--- config.mk ---
export PLATFORM = sky130hd
export DESIGN_NAME = multicycle_ctrl
export DESIGN_NICKNAME = d
export VERILOG_FILES = /design/src/rtl/multicycle_ctrl.sv
export SDC_FILE = /design/constraint.sdc
export NUM_CORES = 1
export LEC_CHECK = 0
export ABC_AREA = 1
export BUFFER_PORTS_ARGS = -buffer_cell sky130_fd_sc_hd__buf_2
export CAP_MARGIN = 0
export CELL_PAD_IN_SITES_DETAIL_PLACEMENT = 2
export CELL_PAD_IN_SITES_GLOBAL_PLACEMENT = 2
export CORE_UTILIZATION = 22
export DETAILED_ROUTE_END_ITERATION = 7
export PLACE_DENSITY_LB_ADDON = 0.1
export SLEW_MARGIN = 20
export SYNTH_ARGS = -nofsm -noshare
export SYNTH_HDL_FRONTEND = slang
export SYNTH_SLANG_ARGS = --single-unit
export TNS_END_PERCENT = 10
--- constraint.sdc ---
create_clock -name clk -period 1.7 [get_ports clk]
set_clock_uncertainty 0.05 [all_clocks]
set_input_delay 0.17 -clock clk [delete_from_list [all_inputs] [get_ports clk]]
set_output_delay 0.17 -clock clk [all_outputs]
set_load 0.03 [all_outputs]
--- src/rtl/multicycle_ctrl.sv ---
`default_nettype none
// ============================================================================
// Module   : multicycle_ctrl
// Brief    : Multicycle FETCH/DECODE/EXEC/MEM/WB sequencer for an RV32I subset
//            sharing one handshaked memory port, with access timeout.
// Revision : 1.0 - initial release
// ============================================================================
module multicycle_ctrl #(
  parameter int MEM_TIMEOUT = 15
) (
  input  logic       clk,
  input  logic       rst,
  input  logic [4:0] opcode,
  input  logic       negative,
  input  logic       mem_ready,
  output logic       ir_write,
  output logic       pc_write,
  output logic       adr_src,
  output logic       mem_read,
  output logic       mem_write,
  output logic       reg_write,
  output logic [1:0] alu_src_a,
  output logic [1:0] alu_src_b,
  output logic       alu_op,
  output logic [1:0] result_src,
  output logic [1:0] imm_sel,
  output logic       lui_op,
  output logic       instret,
  output logic       illegal,
  output logic       bus_err,
  output logic [3:0] state
);

  localparam int c_wait_w = (MEM_TIMEOUT > 0) ? $clog2(MEM_TIMEOUT + 1) : 1;

  localparam logic [4:0] c_op_load   = 5'b00000;
  localparam logic [4:0] c_op_opimm  = 5'b00100;
  localparam logic [4:0] c_op_store  = 5'b01000;
  localparam logic [4:0] c_op_op     = 5'b01100;
  localparam logic [4:0] c_op_lui    = 5'b01101;
  localparam logic [4:0] c_op_branch = 5'b11000;
  localparam logic [4:0] c_op_jal    = 5'b11011;

  typedef enum logic [3:0] {
    S_FETCH  = 4'd0,
    S_DECODE = 4'd1,
    S_MEMADR = 4'd2,
    S_MEMRD  = 4'd3,
    S_MEMWB  = 4'd4,
    S_MEMWR  = 4'd5,
    S_EXECR  = 4'd6,
    S_EXECI  = 4'd7,
    S_ALUWB  = 4'd8,
    S_JAL    = 4'd9,
    S_LUI    = 4'd10,
    S_BRANCH = 4'd11,
    S_FAULT  = 4'd12
  } state_e;

  state_e              state_q, state_d;
  logic [c_wait_w-1:0] wait_q, wait_d;
  logic                w_wait_state;
  logic                w_timeout;

  always_ff @(posedge clk) begin
    if (rst) begin
      state_q <= S_FETCH;
      wait_q  <= '0;
    end else begin
      state_q <= state_d;
      wait_q  <= wait_d;
    end
  end

  assign w_wait_state = (state_q == S_FETCH) || (state_q == S_MEMRD) || (state_q == S_MEMWR);
  // A ready on the limit cycle takes priority over the timeout.
  assign w_timeout = (MEM_TIMEOUT != 0) && w_wait_state && !mem_ready &&
                     (wait_q == c_wait_w'(MEM_TIMEOUT));

  always_comb begin
    state_d    = state_q;
    wait_d     = '0;
    ir_write   = 1'b0;
    pc_write   = 1'b0;
    adr_src    = 1'b0;
    mem_read   = 1'b0;
    mem_write  = 1'b0;
    reg_write  = 1'b0;
    alu_src_a  = 2'b00;
    alu_src_b  = 2'b00;
    alu_op     = 1'b0;
    result_src = 2'b00;
    instret    = 1'b0;
    illegal    = 1'b0;
    bus_err    = 1'b0;
    lui_op     = (opcode == c_op_lui);
    state      = state_q;

    case (opcode)
      c_op_store:  imm_sel = 2'b01;
      c_op_branch: imm_sel = 2'b10;
      c_op_jal:    imm_sel = 2'b11;
      default:     imm_sel = 2'b00;
    endcase

    // The counter is zero everywhere except while waiting, so every entry starts clean.
    if (w_wait_state && !mem_ready && !w_timeout) begin
      wait_d = wait_q + c_wait_w'(1);
    end

    case (state_q)
      S_FETCH: begin
        mem_read  = 1'b1;
        alu_src_b = 2'b10;
        if (w_timeout) begin
          mem_read = 1'b0;
          bus_err  = 1'b1;
          state_d  = S_FAULT;
        end else if (mem_ready) begin
          ir_write   = 1'b1;
          pc_write   = 1'b1;
          result_src = 2'b10;
          state_d    = S_DECODE;
        end
      end
      S_DECODE: begin
        alu_src_a = 2'b01;
        alu_src_b = 2'b01;
        case (opcode)
          c_op_load, c_op_store: state_d = S_MEMADR;
          c_op_op:               state_d = S_EXECR;
          c_op_opimm:            state_d = S_EXECI;
          c_op_lui:              state_d = S_LUI;
          c_op_jal:              state_d = S_JAL;
          c_op_branch:           state_d = S_BRANCH;
          default: begin
            illegal = 1'b1;
            state_d = S_FAULT;
          end
        endcase
      end
      S_MEMADR: begin
        alu_src_a = 2'b10;
        alu_src_b = 2'b01;
        state_d   = (opcode == c_op_store) ? S_MEMWR : S_MEMRD;
      end
      S_MEMRD: begin
        mem_read = 1'b1;
        adr_src  = 1'b1;
        if (w_timeout) begin
          mem_read = 1'b0;
          bus_err  = 1'b1;
          state_d  = S_FAULT;
        end else if (mem_ready) begin
          state_d = S_MEMWB;
        end
      end
      S_MEMWB: begin
        reg_write  = 1'b1;
        result_src = 2'b01;
        instret    = 1'b1;
        state_d    = S_FETCH;
      end
      S_MEMWR: begin
        mem_write = 1'b1;
        adr_src   = 1'b1;
        if (w_timeout) begin
          mem_write = 1'b0;
          bus_err   = 1'b1;
          state_d   = S_FAULT;
        end else if (mem_ready) begin
          instret = 1'b1;
          state_d = S_FETCH;
        end
      end
      S_EXECR: begin
        alu_src_a = 2'b10;
        alu_op    = 1'b1;
        state_d   = S_ALUWB;
      end
      S_EXECI: begin
        alu_src_a = 2'b10;
        alu_src_b = 2'b01;
        state_d   = S_ALUWB;
      end
      S_ALUWB: begin
        reg_write = 1'b1;
        instret   = 1'b1;
        state_d   = S_FETCH;
      end
      S_JAL: begin
        // PC takes the target held in ALUOut; ALUWB then writes OldPC+4 to rd.
        alu_src_a = 2'b01;
        alu_src_b = 2'b10;
        pc_write  = 1'b1;
        state_d   = S_ALUWB;
      end
      S_LUI: begin
        reg_write  = 1'b1;
        result_src = 2'b11;
        instret    = 1'b1;
        state_d    = S_FETCH;
      end
      S_BRANCH: begin
        alu_src_a = 2'b10;
        alu_op    = 1'b1;
        pc_write  = negative;
        instret   = 1'b1;
        state_d   = S_FETCH;
      end
      S_FAULT: begin
        state_d = S_FETCH;
      end
      default: begin
        state_d = S_FETCH;
      end
    endcase

    if (rst) begin
      ir_write   = 1'b0;
      pc_write   = 1'b0;
      adr_src    = 1'b0;
      mem_read   = 1'b0;
      mem_write  = 1'b0;
      reg_write  = 1'b0;
      alu_src_a  = 2'b00;
      alu_src_b  = 2'b00;
      alu_op     = 1'b0;
      result_src = 2'b00;
      imm_sel    = 2'b00;
      lui_op     = 1'b0;
      instret    = 1'b0;
      illegal    = 1'b0;
      bus_err    = 1'b0;
      state      = 4'd0;
    end
  end

endmodule
`default_nettype wire

* Word level (Yosys, flattened, before mapping)
Cells that the tools add are included.
Word-level totals: register bits 8, output and inout bits 23, word-level logic and storage cells 95
Operators by class: add/subtract/negate cells 1, eq/ne operators 21, muxes and demuxes 46, bitwise gates (word level) 1, reduce and logical (&&, ||, !) cells 24
Operator list (number):
- $pmux W4 S6 | 2
- $mux W4 | 7
- $mux W1 | 24
- $eq A4 B4 Y1 const B | 5
- $eq A4 B3 Y1 const B | 4
- $eq A5 B4 Y1 const B | 3
- $reduce_or A2 Y1 | 7
- $mux W2 | 6
- $pmux W2 S3 | 2
- $reduce_or A3 Y1 | 4
- $eq A5 B5 Y1 const B | 2
- $ne A3 B3 Y1 const B | 3
- $eq A4 B2 Y1 const B | 2
- $pmux W2 S2 | 2
- $reduce_or A4 Y1 | 2
- $reduce_or A7 Y1 | 1
- $eq A5 B3 Y1 const B | 1
- $logic_not A5 Y1 | 1
- $add A4 B1 Y4 const B | 1
- $eq A4 B1 Y1 const B | 1
- $logic_not A4 Y1 | 1
- $logic_and A1 B1 Y1 | 3
- $mux W3 | 1
- $pmux W1 S3 | 1
- 5 further kinds | 7

* Longest topological paths before layout
Gate-level depths: netlist of the first run.
depth in word-level cells 9, depth in mapped cells 10, gate-level depth less buffers 10

* Least setup slack after synthesis of the first run
No wires, ideal clock.
path type reg2out, start reg state_q[1], end out mem_read, arrival 1.672 ns, setup slack -0.192 ns, stages on the path, launching flop included 9, path buffers 0, path through dfxtp_1 > inv_2 > nand2_1 > inv_1 > nand2_4 > nand3_2 > nand3_1 > inv_1 > a211oi_1
Between the ends: word-level cells in the longest chain between the ends 8, elaborated cells on any way between the ends 11, those cells by class eq/ne: 2; mux: 3; reduce/logical: 6
Ends and longest elaborated chain:
- start, declared | line 60 | state_e state_q, state_d;
- start signal, assigned | line 70 | state_q <= state_d;
- $eq A4 B2 Y1 / $logic_not A4 Y1 (equally long branches) | line 75, 111
- $logic_or A1 B1 Y1 (2 in series) | line 75 | assign w_wait_state = (state_q == S_FETCH) || (state_q == S_MEMRD) || (state_q == S_MEMWR);
- $logic_and A1 B1 Y1 (2 in series) | line 77 | assign w_timeout = (MEM_TIMEOUT != 0) && w_wait_state && !mem_ready &&
- $mux W1 | line 115, 150
- $mux W1 (*)
- $mux W1 (*) | line 219 | if (rst) begin
- end, declared | line 19 | output logic mem_read,
Every way passes the cells marked *; elsewhere a longest branch is shown, timed or not.

* Final worst setup path of the first run
Ends and elaborated chain as after synthesis.

==> run summary, run 1 <==
Syn Nets: 150
Vias: 1106
Clock latency on the worst-skew pair: 0.26 ns
Largest net degree at the start of global routing: 17
Netlist Area Pre-Place: 778 sq um
Number of global-route vias before repair: 1091
Final nets: 202
Fmax: 0.583 GHz
Final WS setup: -0.0162 ns
Post-synth EDFFs: 0
Synth unique cells: 23
YS warnings: 0
Final antenna-violating net count: 0
Critical Path End: mem_read
Clock Sink Count: 8
Status: complete, but fails checks
Ys flop type: dfxtp_1
Initial antenna violation count: 0
Slowest-stage cell, CP: dfxtp_4
FF-to-FF path depth: 9
Iteration-0 DRC Markers: 29
RSZ-0062 raised after global routing: true
Area delta synth->final: 72.2%
Worst reg2reg path startpoint: wait_q[0]$_SDFF_PP0_
Fill count: 437
DRC Markers: 0
Most frequent cell after synthesis: nand2_1
CP peak stage delay: 0.41 ns
Worst VDD drop: 0.352 mV
Max-slew headroom: 77.9%
Die area: 3780 sq um
IO buf count: 31
Die height: 61.5 microns
Share of cells above drive strength 1: 48.9%
Fin. max-slew vios: 0
Minimum clock period: 1.72 ns
Final GP Congestion: 0.822
Initial core utilization: 23.1%
Mapped Cells: 140
CP Launch Type: flop
Critical Path End Type: output port
Setup Crit Path Kind: reg -> out
Core Rows: 21
Crit Reg-Reg Endpoint: wait_q[2]$_SDFF_PP0_
Leading area contributor after synthesis: dfxtp_1
Buf/Inv on CP: 4
Syn_area_per_cell: 5.56 sq um
HP Class: in -> reg
CP delay by family, top: flip-flops
Hold Slack: 0.243 ns
Static Leak: 0.691 nW
Area contributors post-synth: dfxtp_1 (21%), nand2_1 (16%), nor2_1 (13%), inv_1 (10%), a21oi_1 (6.4%)
Placeable Area: 3360 sq um
Total CTS buffers: 3
Post-DR vias/cell: 4.69
R2r setup slk: 0.10 ns
Clock Tree Root: clkbuf_4
Sequential cell area fraction in the yosys report: 20.6%
Seq cells post-synth: 8
IO Pins: 32
Req. time, crit path: 1.48 ns
CP max FO: 5
Grt ovf: 0
H-tree depth: 1
Post-synthesis async set-or-reset flop share: 0%
Final WL: 3540 microns
Crit share post-route: 101%
DRT Pass-1 Iters: 4
DP Worst Slack: -0.0195 ns
Antenna cells: 0
Failing checks: setup timing
WL/cell: 15.0 microns
Synth top area share: 20.6%
Register area: 178 sq um
Chip width: 61.5 microns
Area of the multi-input gates: 644 sq um
CP startpoint: state_q[1]$_SDFFE_PP0P_
Least-Margin Pin Slew: 0.328 ns
Top cells by count, synth: nand2_1 (34), nor2_1 (27), inv_1 (21)
Crit path arrival time: 1.50 ns
Hold Vio Cnt, Final: 0
Max-Cap Viols: 0
Clk slew on worst S/H paths: 0.06 ns
CTS tree: yes
Levels on crit path: 9
Critical-path cell list: inv_4 -> nand2_4 -> inv_2 -> nand2_4 -> nand3_4 -> nand3_4 -> inv_4 -> a211oi_2 -> buf_4
Pwr Density: 1200 nW/um^2
Max Root-Sink Buffers: 2
Post-detail-place hpwl: 2470 microns
Hold path start: rst
Overall global routing resource usage: 18.5%
First-pass GRT wire length: 5110 microns
Total power: 1.61 mW
Final setup fails: 1
## cell type report
| cell class | instances | share of cell area [%] |
|---|---|---|
| sequential | 8 | 13.3 |
| multi-input combinational | 106 | 48.1 |
| clock buffer | 3 | 1.68 |
| tap | 46 | 4.30 |
| timing repair buffer | 50 | 25.7 |
| inverter | 23 | 7.00 |
## metrics by stage
| stage | util, % | std cells | cell area (sq um) | TNS [ns] |
|---|---|---|---|---|
| 3_5_place_dp | 30.6 | 220 | 1030 | -0.0195 |
| 3_3_place_gp | 30.6 | 220 | 1030 | 0 |
| 5_1_grt | 39.8 | 236 | 1340 | -0.494 |
| 4_1_cts | 35.3 | 231 | 1190 | -0.0929 |
| 6_report | 39.8 | 236 | 1340 | -0.0162 |
| 2_1_floorplan | - | 140 | 783 | -0.153 |
## sequential cells by signal (all words and copies together) (netlist names)
signal and flops:
state_q 4, wait_q 4
## logic make-up after synthesis
kind of cell	after synthesis	share of synthesized area, %
compound gates	23	16.6
xor+xnor	1	1.13
fa+ha+maj	1	1.61
buf+inv	26	12.5
flops	8	20.6
simple gates	81	47.6
## worst min-delay path by stage
stage / endpoint / slack, ns / depth (start not counted)
global route: state_q[1]$_SDFFE_PP0P_ / 0.24 / 2
CTS: state_q[3]$_SDFFE_PP0P_ / 0.19 / 2
finish: state_q[3]$_SDFFE_PP0P_ / 0.24 / 2
global placement: wait_q[0]$_SDFF_PP0_ / 0.38 / 1
detailed placement: wait_q[0]$_SDFF_PP0_ / 0.40 / 1
floorplan: wait_q[0]$_SDFF_PP0_ / 0.37 / 1
## per-layer routing
| metal | routed length [microns] | track usage [%] | vias up | part of all wire, % |
|---|---|---|---|---|
| li1 | - | - | 544 | - |
| met1 | 1540 | 21.8 | 534 | 43 |
| met2 | 1900 | 36.0 | 26 | 54 |
| met3 | 92 | 2.52 | 2 | 2.6 |
| met4 | 9 | 2.54 | 0 | 0.25 |
| met5 | 0 | 0 | - | 0 |
## where the power goes
group / internal (mW) / switching (mW)
clock: 0.0813 / 0.0725
combinational: 0.432 / 0.717
sequential: 0.237 / 0.0685
## repair_timing
item / 4_1_cts / 5_1_grt
gates resized for setup: 31 / 39
setup buffers: 8 / 5
pin swaps: 5 / 8
setup endpoints to repair: 13 / 15
hold buffers: 0 / 0
## cells in the final DEF, fill, tap and decap left out, types with 4 or more instances in the layout
cell type,Yosys,routed
nand2_1,34,29
buf_4,0,25
nor2_1,27,21
buf_2,0,20
inv_1,21,15
nor2_4,2,9
a21oi_1,10,8
nand3_1,7,6
nand2_4,2,5
inv_2,2,5
buf_6,0,5
o21ai_0,5,4
a31oi_1,4,4
dfxtp_4,0,4
Power figures use the tool's default switching activity.
==> run 2: changes to the inputs <==
RECOVER_POWER = 25   (was default)
REMOVE_ABC_BUFFERS = 1   (was default)
==> run summary, run 2 (same netlist as run 1, synthesis figures left out) <==
Status: complete, but fails checks
Failing checks: setup timing
Gate power share: 71.8% (+0.4 points)
Final WS setup: -0.00516 ns (+0.0110 ns)
Int Pwr: 0.741 mW (-1.2%)
Worst reg2reg path startpoint: state_q[2]$_SDFFE_PP0P_
First-pass GRT wire length: 4830 microns (-5.5%)
Sw Share: 52.9% (-0.47 points)
Flop pwr share: 18.8% (-0.2 points)
CP startpoint: state_q[2]$_SDFFE_PP0P_
Area delta synth->final: 66.2%
Commonest non-fill, non-tap cell in the layout: nand2_1
Switch Pwr: 0.831 mW (-3.1%)
Hold path start: opcode[2]
Number of global-route vias before repair: 1079 (-1.1%)
Die area: 3780 sq um (unchanged)
Crit share post-route: 100% (-0.65 points)
Total CTS buffers: 3 (unchanged)
Clock network fraction of design power: 9.4% (-0.2 points)
Area of placed instances: 1020 sq um (-0.49%)
DRC Markers: 0 (unchanged)
Fin. max-slew vios: 0 (unchanged)
Hold Vio Cnt, Final: 0 (unchanged)
Clock latency on the worst-skew pair: 0.26 ns (about the same)
Hold Slack: 0.345 ns (+0.102 ns)
Max-Cap Viols: 0 (unchanged)
R2r setup slk: 0.20 ns (+0.10 ns)
Inst Count DP: 220 (unchanged)
DRT Pass-1 Iters: 4 (unchanged)
Final WL: 3230 microns (-8.9%)
Pwr Density: 1220 nW/um^2 (+1.3%)
Most frequent cells in the layout: nand2_1 (29), buf_4 (22), nor2_1 (21), inv_1 (15), buf_2 (15)
Clock Tree Root: clkbuf_4
Crit path arrival time: 1.49 ns (about the same)
Final nets: 198 (-2.0%)
WL/cell: 13.9 microns (-7.3%)
Antenna cells: 0 (unchanged)
Clock Sink Count: 8 (unchanged)
Fin area: 1290 sq um (-3.5%)
Max-slew headroom: 74.8% (-3.1 points)
Post-DR vias/cell: 4.66 (-0.67%)
CP max FO: 4 (-1)
Overall global routing resource usage: 17.4% (-1.1 points)
Share of cells above drive strength 1: 45.7% (-3.2 points)
H-tree depth: 1 (unchanged)
Worst VDD drop: 0.354 mV (+0.34%)
Clk slew on worst S/H paths: 0.05 ns (about the same)
WL met2: 1770 microns (-6.8%)
Top Registers: state_q x4, wait_q x4
DR top layer: met4
Initial core utilization: 23.1% (unchanged)
Chip width: 61.5 microns (unchanged)
RSZ-0062 raised after global routing: true
Core Rows: 21 (unchanged)
CTS tree: yes
Max Root-Sink Buffers: 2 (unchanged)
Post-detail-place hpwl: 2350 microns (-5.1%)
Largest net degree at the start of global routing: 15 (-2)
Fmax: 0.586 GHz (+0.65%)
M1 WL: 1320 microns (-14%)
Final GP Congestion: 0.791 (-3.8%)
Iteration-0 DRC Markers: 13 (-55%)
HP Class: in -> reg
Grt ovf: 0 (unchanged)
Worst Hold End: state_q[2]$_SDFFE_PP0P_
Non-filler instance count after layout: 232 (-1.7%)
Met3 Wirelength: 108 microns (+17%)
Setup Crit Path Kind: reg -> out
Final setup fails: 3 (+2)
CTS Hold Buffers Added: 0 (unchanged)
Final TNS setup: -0.00873 ns (+0.00746 ns)
Req. time, crit path: 1.48 ns (about the same)
IO buf count: 31 (unchanged)
Crit Reg-Reg Endpoint: state_q[2]$_SDFFE_PP0P_
Least-Margin Pin Slew: 0.374 ns (+0.0462 ns)
Initial antenna violation count: 0 (unchanged)
Placeable Area: 3360 sq um (unchanged)
Static Leak: 0.645 nW (-6.6%)
Final antenna-violating net count: 0 (unchanged)
Critical Path End Type: output port
Hold Crit Depth: 7 (+5)
FF-to-FF path depth: 10 (+1)
CP Launch Type: flop
Die height: 61.5 microns (unchanged)
Minimum clock period: 1.71 ns (-0.0110 ns)
IO Pins: 32 (unchanged)
Vias: 1080 (-2.4%)
==> run 2: cell count changes in the layout (fill, tap and decap cells not counted), sizes merged <==
cell,delta
buf,-10
clkbuf,+6
==> run 2: routing by layer <==
metal	GRT usage, %	vias up
met5	0	-
met4	2.86	0
met3	4.62	4
met2	32.8	26
met1	19.8	513
li1	-	537
==> run 2: per-stage QoR <==
stage / worst slack [ns] / power (mW) / utilization (%)
finish: -0.00516 / 1.57 / 38.5
global route: -0.0901 / 1.70 / 38.5
global placement: 0.106 / 1.08 / 30.5
floorplan: -0.192 / 0.819 / -
detailed placement: 0.0376 / 1.11 / 30.5
CTS: -0.00900 / 1.47 / 36.4
==> run 2: final cells by class <==
cell class                 instances  area, sq um
timing repair buffer              46          304
clock buffer                       3         22.5
fill                             426         2070
multi-input combinational        106          643
tap                               46         57.6
inverter                          23         91.3
sequential                         8          175
==> run 2: critical path, cell delays in order, from the launching register on <==
cell,delay [ns]
dfxtp_4,0.37
inv_2,0.06
nor2_4,0.18
nand2_4,0.09
o22ai_1,0.16
o21ai_0,0.11
inv_1,0.07
clkbuf_4,0.18
==> run 2: how the worst max path moves through the flow <==
stage	slack, ns	cells after the start	end
after floorplan	-0.19	8	mem_read
after global placement	0.11	7	mem_read
after detailed placement	0.04	7	mem_read
after CTS	-0.009	8	mem_read
after global routing	-0.09	7	instret
final	-0.005	7	instret
==> run 2: timing repair <==
item                                    4_1_cts  5_1_grt
pin swaps                                     6        6
endpoints found under the setup margin       11       15
buffers inserted                              7        3
gates resized for setup                      43       20
==> run 2: power by group through the flow <==
stage / logic [mW] / clock network (mW) / registers [mW]
floorplan: 0.563 / 0 / 0.256
global placement: 0.817 / 0 / 0.263
detailed placement: 0.841 / 0 / 0.265
CTS: 1.02 / 0.155 / 0.289
global route: 1.23 / 0.167 / 0.301
finish: 1.13 / 0.148 / 0.295
==> run 3: changes to the inputs <==
RECOVER_POWER = 100   (was 25)
==> run summary, run 3 (same netlist as run 1, synthesis figures left out) <==
Area delta synth->final: 64.8%
Final TNS setup: -0.00672 ns (+0.00201 ns)
Crit path arrival time: 1.49 ns (about the same)
Most frequent cells in the layout: nand2_1 (29), nor2_1 (21), buf_4 (21), inv_1 (15), buf_2 (13)
Critical-path cell list: inv_2 -> nor2_4 -> nand2_4 -> o22ai_1 -> o21ai_0 -> inv_1 -> clkbuf_4
Chip width: 61.5 microns (unchanged)
Top Registers: state_q x4, wait_q x4
Pwr Density: 1210 nW/um^2 (-0.19%)
GR Util met3: 4.62% (unchanged)
HP Class: in -> reg
Setup Crit Path Kind: reg -> out
Final nets: 198 (unchanged)
First-pass GRT wire length: 4830 microns (unchanged)
RSZ-0062 raised after global routing: true
Clk slew on worst S/H paths: 0.05 ns (about the same)
Finished Core Util: 38.1% (-0.33 points)
CP Launch Type: flop
CTS tree: yes
Core Rows: 21 (unchanged)
Req. time, crit path: 1.48 ns (about the same)
Commonest non-fill, non-tap cell in the layout: nand2_1
Register area: 175 sq um (unchanged)
Fill count: 428 (+0.47%)
M1 GR Usage: 19.8% (unchanged)
IO Pins: 32 (unchanged)
Post-DR vias/cell: 4.63 (-0.46%)
Antenna cells: 0 (unchanged)
Placeable Area: 3360 sq um (unchanged)
Crit share post-route: 100% (about the same)
Final WL: 3230 microns (about the same)
Total CTS buffers: 3 (unchanged)
Share of cells above drive strength 1: 44.1% (-1.6 points)
Fin. max-slew vios: 0 (unchanged)
CP peak stage delay: 0.37 ns (about the same)
Critical Path End Type: output port
Max-slew headroom: 74.8% (unchanged)
Largest net degree at the start of global routing: 15 (unchanged)
Clock Tree Root: clkbuf_4
IO buf count: 31 (unchanged)
Grt ovf: 0 (unchanged)
DRT Pass-1 Iters: 4 (unchanged)
Vias: 1075 (-0.46%)
Initial core utilization: 23.1% (unchanged)
Area of the multi-input gates: 638 sq um (-0.78%)
Failing checks: setup timing
Minimum clock period: 1.71 ns (+0.000103 ns)
Die height: 61.5 microns (unchanged)
Number of global-route vias before repair: 1079 (unchanged)
Worst VDD drop: 0.353 mV (-0.12%)
Post-detail-place hpwl: 2350 microns (unchanged)
Fmax: 0.586 GHz (about the same)
Grt peak-use layer: met2
DRC Markers: 0 (unchanged)
Final setup fails: 3 (unchanged)
WL/cell: 13.9 microns (about the same)
CTS Hold Buffers Added: 0 (unchanged)
Iteration-0 DRC Markers: 19 (+6)
Hold Vio Cnt, Final: 0 (unchanged)
Least-Margin Pin Slew: 0.374 ns (unchanged)
CP max FO: 4 (unchanged)
Max-Cap Viols: 0 (unchanged)
H-tree depth: 1 (unchanged)
Overall global routing resource usage: 17.4% (unchanged)
Clock latency on the worst-skew pair: 0.26 ns (about the same)
Final antenna-violating net count: 0 (unchanged)
Final GP Congestion: 0.791 (unchanged)
Final WS setup: -0.00527 ns (-0.000103 ns)
Clock Sink Count: 8 (unchanged)
Die area: 3780 sq um (unchanged)
Max Root-Sink Buffers: 2 (unchanged)
Static Leak: 0.632 nW (-2.1%)
Met2 Usage GRT: 32.8% (unchanged)
Initial antenna violation count: 0 (unchanged)
Slowest-stage cell, CP: dfxtp_4
Status: complete, but fails checks
[run 3: cell count changes in the layout (fill, tap and decap cells not counted), sizes merged]
cell    before  now
buf         40   37
clkbuf       9   12
[run 3: timing repair]
item,4_1_cts,5_1_grt
gates resized for setup,43,20
pin swaps,6,6
setup endpoints to repair,11,15
buffers inserted,7,3
[run 3: critical path: cells and delay by family (launching register included)]
kind                   cells  cell delay, ns
and+or+nand+nor            2            0.27
AOI/OAI and AO/OA          2            0.27
buffers and inverters      3            0.31
DFF                        1            0.37
[run 3: final cells by class]
cell class	instances	share of cell area, %
well taps	46	4.49
clock buffers	3	1.76
multi-input cells	106	49.8
repair buffers	46	23.2
inverters	23	7.12
flip-flops and latches	8	13.7
[run 3: power by group]
part / internal, mW / leakage [nW] / switching [mW] / total [mW]
clock network: 0.0810 / 0.0138 / 0.0672 / 0.148
registers: 0.234 / 0.0686 / 0.0609 / 0.295
logic: 0.414 / 0.550 / 0.699 / 1.11
[run 3: final timing paths]
check / slack (ns) / cells past startpoint / start / end
worst min-delay path: 0.35 / 7 / opcode[2] / state_q[2]$_SDFFE_PP0P_
worst max register to register: 0.11 / 10 / state_q[2]$_SDFFE_PP0P_ / state_q[2]$_SDFFE_PP0P_
worst min register to register: 0.49 / 2 / wait_q[0]$_SDFF_PP0_ / wait_q[0]$_SDFF_PP0_
worst max-delay path: -0.005 / 7 / state_q[2]$_SDFFE_PP0P_ / instret
[run 3: metal layers]
metal / vias up / part of all wire, %
li1: 536 / -
met1: 509 / 41
met2: 26 / 55
met3: 4 / 3.3
met4: 0 / 0.84
met5: - / 0
[run 3: through the flow]
step | std cells | hold WS, ns | power (mW) | setup WS, ns | instance area, sq um
final | 232 | 0.347 | 1.56 | -0.00527 | 1280
after global routing | 232 | 0.384 | 1.68 | -0.0901 | 1280
after CTS | 229 | 0.331 | 1.47 | -0.00900 | 1220
after detailed placement | 220 | 0.392 | 1.11 | 0.0376 | 1020
after global placement | 220 | 0.377 | 1.08 | 0.106 | 1020
after floorplan | 137 | 0.189 | 0.819 | -0.192 | 767
